`config.mk`:
```
export PLATFORM = sky130hd
export DESIGN_NAME = led_mode_sequencer
export DESIGN_NICKNAME = d
export VERILOG_FILES = /design/src/rtl/led_mode_sequencer.sv
export SDC_FILE = /design/constraint.sdc
export NUM_CORES = 1
export LEC_CHECK = 0
export CAP_MARGIN = 30
export CORE_UTILIZATION = 60
export CTS_CLUSTER_SIZE = 24
export DETAILED_ROUTE_END_ITERATION = 16
export PLACE_DENSITY_LB_ADDON = 0.15
export SYNTH_ARGS = -nofsm -noshare
export SYNTH_HDL_FRONTEND = slang
export SYNTH_SLANG_ARGS = --single-unit
```
`constraint.sdc`:
```
create_clock -name clk -period 2.1 [get_ports clk]
set_input_delay 0.42 -clock clk [delete_from_list [all_inputs] [get_ports clk]]
set_output_delay 0.42 -clock clk [all_outputs]
set_load 0.02 [all_outputs]
```
`src/rtl/led_mode_sequencer.sv`:
```
// LED pattern selector: two debounced push-buttons step the pattern index up/down,
// an optional periodic timer auto-advances it. Output index is always 0..NUM_MODES-1.
module led_mode_sequencer #(
  parameter int DEBOUNCE_CYCLES = 500000,
  parameter int AUTO_PERIOD     = 50000000,
  parameter int NUM_MODES       = 6
) (
  input  logic       clk,
  input  logic       rst_n,
  input  logic       btn_next,
  input  logic       btn_prev,
  input  logic       auto_en,
  output logic [2:0] selector,
  output logic       mode_changed
);

  localparam int DW = (DEBOUNCE_CYCLES > 1) ? $clog2(DEBOUNCE_CYCLES) : 1;
  localparam int TW = $clog2(AUTO_PERIOD);

  localparam logic [DW-1:0] DEB_LAST = DW'(DEBOUNCE_CYCLES - 1);
  localparam logic [TW-1:0] TMR_LAST = TW'(AUTO_PERIOD - 1);
  localparam logic [2:0]    SEL_LAST = 3'(NUM_MODES - 1);

  // Index 0 carries the next button, index 1 the prev button.
  logic [1:0]         btn_raw;
  logic [1:0]         sync1_q;
  logic [1:0]         sync2_q;
  logic [1:0]         deb_q;
  logic [1:0]         deb_d;
  logic [1:0]         deb_dly_q;
  logic [1:0][DW-1:0] cnt_q;
  logic [1:0][DW-1:0] cnt_d;
  logic [1:0]         press;

  logic [TW-1:0]      tmr_q;
  logic [TW-1:0]      tmr_d;
  logic [2:0]         sel_q;
  logic [2:0]         sel_d;
  logic               chg_q;
  logic               chg_d;

  logic               next_p;
  logic               prev_p;
  logic               manual;
  logic               expire;
  logic [2:0]         sel_inc;
  logic [2:0]         sel_dec;

  assign btn_raw = {btn_prev, btn_next};

  always_ff @(posedge clk) begin
    if (!rst_n) begin
      sync1_q   <= '0;
      sync2_q   <= '0;
      deb_q     <= '0;
      deb_dly_q <= '0;
      cnt_q     <= '0;
      tmr_q     <= '0;
      sel_q     <= '0;
      chg_q     <= 1'b0;
    end else begin
      sync1_q   <= btn_raw;
      sync2_q   <= sync1_q;
      deb_q     <= deb_d;
      deb_dly_q <= deb_q;
      cnt_q     <= cnt_d;
      tmr_q     <= tmr_d;
      sel_q     <= sel_d;
      chg_q     <= chg_d;
    end
  end

  // A level change is accepted only after DEBOUNCE_CYCLES consecutive differing samples.
  always_comb begin
    deb_d = deb_q;
    cnt_d = cnt_q;
    for (int i = 0; i < 2; i++) begin
      if (sync2_q[i] == deb_q[i]) begin
        cnt_d[i] = '0;
      end else if (cnt_q[i] == DEB_LAST) begin
        deb_d[i] = ~deb_q[i];
        cnt_d[i] = '0;
      end else begin
        cnt_d[i] = cnt_q[i] + DW'(1);
      end
    end
  end

  assign press  = deb_q & ~deb_dly_q;
  assign next_p = press[0];
  assign prev_p = press[1];
  assign manual = next_p | prev_p;

  // Any accepted press, even a cancelling next+prev pair, restarts the auto period.
  assign expire = auto_en && !manual && (tmr_q == TMR_LAST);

  always_comb begin
    tmr_d = tmr_q + TW'(1);
    if (!auto_en || manual || (tmr_q == TMR_LAST)) begin
      tmr_d = '0;
    end
  end

  assign sel_inc = (sel_q == SEL_LAST) ? 3'd0 : sel_q + 3'd1;
  assign sel_dec = (sel_q == 3'd0) ? SEL_LAST : sel_q - 3'd1;

  always_comb begin
    sel_d = sel_q;
    chg_d = 1'b0;
    if (next_p && !prev_p) begin
      sel_d = sel_inc;
      chg_d = 1'b1;
    end else if (prev_p && !next_p) begin
      sel_d = sel_dec;
      chg_d = 1'b1;
    end else if (expire) begin
      sel_d = sel_inc;
      chg_d = 1'b1;
    end
  end

  assign selector     = sel_q;
  assign mode_changed = chg_q;

endmodule

```
==> metrics.txt <==
# TYPE chip_impl_metric gauge
chip_impl_metric{name="cts-resized-gates",unit=""} 0
chip_impl_metric{name="final_layout_size_suffix_gt1_share",unit="%"} 7.731
chip_impl_metric{name="cts_htree_levels",unit=""} 3
chip_impl_metric{name="final-instance-count-excl-fill",unit=""} 473
chip_impl_metric{name="drt-wirelength-per-cell",unit="µm"} 12.21
chip_impl_metric{name="multi_input_area",unit="mm²"} 0.001822
chip_impl_metric{name="dieWidth",unit="µm"} 77.55
chip_impl_metric{name="first_pass_iters",unit=""} 4
chip_impl_metric{name="setup.reg_to_reg.worst_slack",unit="ns"} 0.23
chip_impl_metric{name="port_buffers",unit=""} 8
chip_impl_info{name="kind_of_end_point_of_the_critical_path",value="output pin"} 1
chip_impl_metric{name="maxSlewViolCount",unit=""} 0
chip_impl_metric{name="syn_avg_cell_area",unit="µm²"} 8.965
chip_impl_metric{name="number_of_warning_messages_in_the_yosys_log",unit=""} 0
chip_impl_metric{name="clock-skew-final",unit="ns"} 0.01485
chip_impl_metric{name="synth_simple_gate_area_share",unit="%"} 32.92
chip_impl_info{name="crit_path_cell_trace",value="clkdlybuf4s50_1"} 1
chip_impl_metric{name="detailedRoute.firstIterationViolations",unit=""} 110
chip_impl_info{name="run_status",value="finished, final reports clean"} 1
chip_impl_metric{name="floorplan.initialDensity",unit="%"} 62.19
chip_impl_metric{name="route.antenna.remaining_nets",unit=""} 0
chip_impl_metric{name="top_level_ports",unit=""} 9
chip_impl_metric{name="number_of_global_route_vias_before_repair",unit=""} 2396
chip_impl_metric{name="worst_max_slew_pin_slew",unit="ns"} 0.4701
chip_impl_metric{name="final_nets",unit=""} 405
chip_impl_metric{name="worstSkewPairLatency",unit="ns"} 0.36
chip_impl_metric{name="critical_path.max_fanout",unit=""} 11
chip_impl_metric{name="final.hold.worst_slack",unit="ns"} 0.4436
chip_impl_metric{name="cp.arrival",unit="ns"} 1.56
chip_impl_metric{name="yosys-mux-area-fraction",unit="%"} 0.5846
chip_impl_metric{name="max_cap_viol_count",unit=""} 0
chip_impl_metric{name="fillCellCount",unit=""} 456
chip_impl_metric{name="placement.cell_area",unit="mm²"} 0.003597
chip_impl_metric{name="finalCriticalPeriod",unit="ns"} 1.977
chip_impl_metric{name="netlist-cell-type-count",unit=""} 45
chip_impl_metric{name="peak_freq",unit="MHz"} 505.7
chip_impl_metric{name="final_hold_viol_count",unit=""} 0
chip_impl_metric{name="final_instance_area",unit="mm²"} 0.003780
chip_impl_metric{name="power.leakage",unit="nW"} 1.325
chip_impl_metric{name="detail_route.drc_violations",unit=""} 0
chip_impl_metric{name="core_area",unit="mm²"} 0.005507
chip_impl_metric{name="layout_worst_path_cycle_share",unit="%"} 94.16
chip_impl_info{name="synth_top_cell_by_area",value="dfxtp_1"} 1
chip_impl_metric{name="yosys.area_share.adder",unit="%"} 1.461
chip_impl_info{name="rsz0062_at_grt",value="no"} 1
chip_impl_metric{name="count_of_buffers_added_by_post_cts_timing_repair_for_setup",unit=""} 0
chip_impl_metric{name="drt-total-wl",unit="µm"} 5776
chip_impl_metric{name="parity_gate_share_of_the_synthesized_area_counting_xor_and_xnor_cells",unit="%"} 15.35
chip_impl_metric{name="post_synth_instance_area",unit="mm²"} 0.003425
chip_impl_info{name="clock-root-buffer",value="clkbuf_8"} 1
chip_impl_metric{name="pwr_density_cell",unit="mW/mm²"} 671.9
chip_impl_metric{name="std_cell_rows",unit=""} 27
chip_impl_metric{name="clk_transition_reported_paths",unit="ns"} 0.09
chip_impl_metric{name="crit_buf_inv",unit=""} 1
chip_impl_metric{name="count_of_endpoints_failing_setup_in_the_final_report",unit=""} 0
chip_impl_metric{name="synth-seq-area-share",unit="%"} 44.43
chip_impl_metric{name="compound_cell_area_share_of_the_yosys_netlist",unit="%"} 2.886
chip_impl_metric{name="total_die_area",unit="mm²"} 0.006014
chip_impl_metric{name="mappedNetlistNets",unit=""} 391
chip_impl_metric{name="globalRouteOverflowTotal",unit=""} 0
chip_impl_metric{name="cts_buffers",unit=""} 9
chip_impl_metric{name="dieHeight",unit="µm"} 77.55
chip_impl_metric{name="clock_sinks",unit=""} 76
chip_impl_metric{name="max-clock-path-buffers",unit=""} 2
chip_impl_info{name="hold_removal_path_class",value="reg -> reg"} 1
chip_impl_info{name="timing.critical_path.max_delay_family",value="buffers and inverters"} 1
chip_impl_metric{name="gpl.final_weighted_congestion",unit=""} 0.8599
chip_impl_metric{name="post-dp-hpwl",unit="µm"} 3938
chip_impl_metric{name="num_antenna_cells",unit=""} 0
chip_impl_metric{name="sequential_cell_area",unit="mm²"} 0.001521
chip_impl_metric{name="design_power_total",unit="W"} 0.002540
chip_impl_metric{name="max_stage_delay",unit="ns"} 0.67
chip_impl_metric{name="grt_max_degree",unit=""} 26
chip_impl_metric{name="hold_buffers_post_cts",unit=""} 0
chip_impl_metric{name="area_growth",unit="%"} 10.38
chip_impl_metric{name="synthCells",unit=""} 382
chip_impl_metric{name="timing.critical_path.required",unit="ns"} 1.68
chip_impl_info{name="critical_path.startpoint_type",value="flop"} 1
chip_impl_metric{name="antenna_found_initial",unit=""} 0
chip_impl_metric{name="first_pass_grt_wire_length",unit="µm"} 10310
chip_impl_info{name="combinational_family_with_the_most_area_after_synthesis",value="simple AND/OR/NAND/NOR gates"} 1
chip_impl_metric{name="detail_route.vias_per_cell",unit=""} 5.438
chip_impl_metric{name="worst_slew_margin_rel",unit="%"} 68.55
chip_impl_metric{name="track_usage",unit="%"} 21.35
chip_impl_metric{name="place.detailed.instances",unit=""} 457
chip_impl_info{name="post_synth_main_area_contributors",value="dfxtp_1, xor2_1, nor2_1"} 1
chip_impl_metric{name="route.vias.total",unit=""} 2572
chip_impl_info{name="timing_worst_setup_path_type",value="reg -> out"} 1
chip_impl_metric{name="total_neg_setup_slack",unit="ns"} 0
chip_impl_metric{name="ys_seq_elements",unit=""} 76
chip_impl_info{name="crit_slowest_cell",value="clkdlybuf4s50_1"} 1
chip_impl_metric{name="synth.top_cell.area_share",unit="%"} 44.43
chip_impl_info{name="tritoncts",value="built"} 1
chip_impl_metric{name="power.ir.vdd_worst",unit="mV"} 0.3941
per-stage QoR:
stage	util [%]	setup WS, ns
3_5_place_dp	65.33	0.1242
5_1_grt	68.64	0.02925
4_1_cts	68.64	0.1246
6_report	68.64	0.1227
2_1_floorplan	-	0.3683
3_3_place_gp	65.33	0.1978
metal layers:
metal  GRT usage, %  routed length, µm  vias to the layer above
met5              0                  0                        -
met3          4.941                192                        9
li1               -                  -                     1332
met1          27.04               2862                     1183
met4          9.057                 99                        0
met2          34.69               2622                       48
power breakdown:
group | switching (W) | internal (W)
logic | 0.0000259 | 0.0000188
registers | 0.00000464 | 0.00145
clock network | 0.000600 | 0.000444
logic make-up (layout without fill, tap and decap cells):
kind of cell | count (synthesis) | after routing
AND/OR/NAND/NOR | 207 | 207
adder cells (fa/ha/maj) | 4 | 4
multiplexers | 2 | 2
buffers and inverters | 19 | 38
AO/OA/AOI/OAI | 14 | 14
flip-flops | 76 | 76
XOR/XNOR | 60 | 60
cells in the mapped netlist:
cell type and count:
o22a_1 1, nand3b_1 1, nor4b_4 1, mux2i_1 2, nor2_1 80, and4_1 10, o31ai_1 1, nor3b_4 1
nand4b_1 1, xnor2_1 20, nor4_1 4, clkbuf_1 4, a311oi_1 1, buf_2 5, and2_1 8, nand2_1 29
o211ai_1 1, nand4_1 17, and3_1 11, or2_1 2, nor3_1 7, a211oi_1 1, buf_4 1, o21ai_0 1
ha_1 4, nand2b_1 2, nor4_4 2, nor3_2 1, nor4b_1 4, and2b_1 1, nand4_4 1, dfxtp_1 76
a21o_2 1, o221ai_1 1, nand3_1 20, nand4_2 1, nand3_4 1, xor2_1 40, o22ai_1 1, inv_1 9
and2b_2 1, a221oi_1 1, or3_1 1, a31oi_1 1, a21oi_1 3
state kept, by name, indices dropped and copies added, names as in the netlist:
signal,flops
mode_changed,1
tmr_q,26
deb_dly_q,2
cnt_q,38
sync1_q,2
sync2_q,2
selector,3
deb_q,2
worst paths after layout:
check              startpoint     endpoint  cells past startpoint
hold / removal     sync1_q[1]   sync2_q[1]                      1
hold reg to reg    sync1_q[1]   sync2_q[1]                      1
setup / recovery  selector[0]  selector[0]                      1
setup reg to reg     tmr_q[0]    tmr_q[15]                      5
cell type report:
cell class / instances / area share (%)
Multi-Input combinational cell: 287 / 48.20
Sequential cell: 76 / 40.25
Timing Repair Buffer: 13 / 3.443
Clock buffer: 9 / 3.277
Tap cell: 72 / 2.383
Clock inverter: 7 / 1.556
Inverter: 9 / 0.8937
layout by cell type, fill, tap and decap left out, drive strengths merged, types with 2 or more instances in the layout:
cell / n
ha: 4
and3: 11
clkinvlp: 4
xor2: 40
clkdlybuf4s50: 8
dfxtp: 76
mux2i: 2
and2b: 2
nor4b: 5
nor4: 6
buf: 5
a21oi: 3
nor3: 8
or2: 2
inv: 12
xnor2: 20
nand2: 29
and4: 10
and2: 8
nand3: 21
nor2: 80
nand2b: 2
clkbuf: 9
nand4: 19
Note: power is estimated with default switching activity, not from simulation.
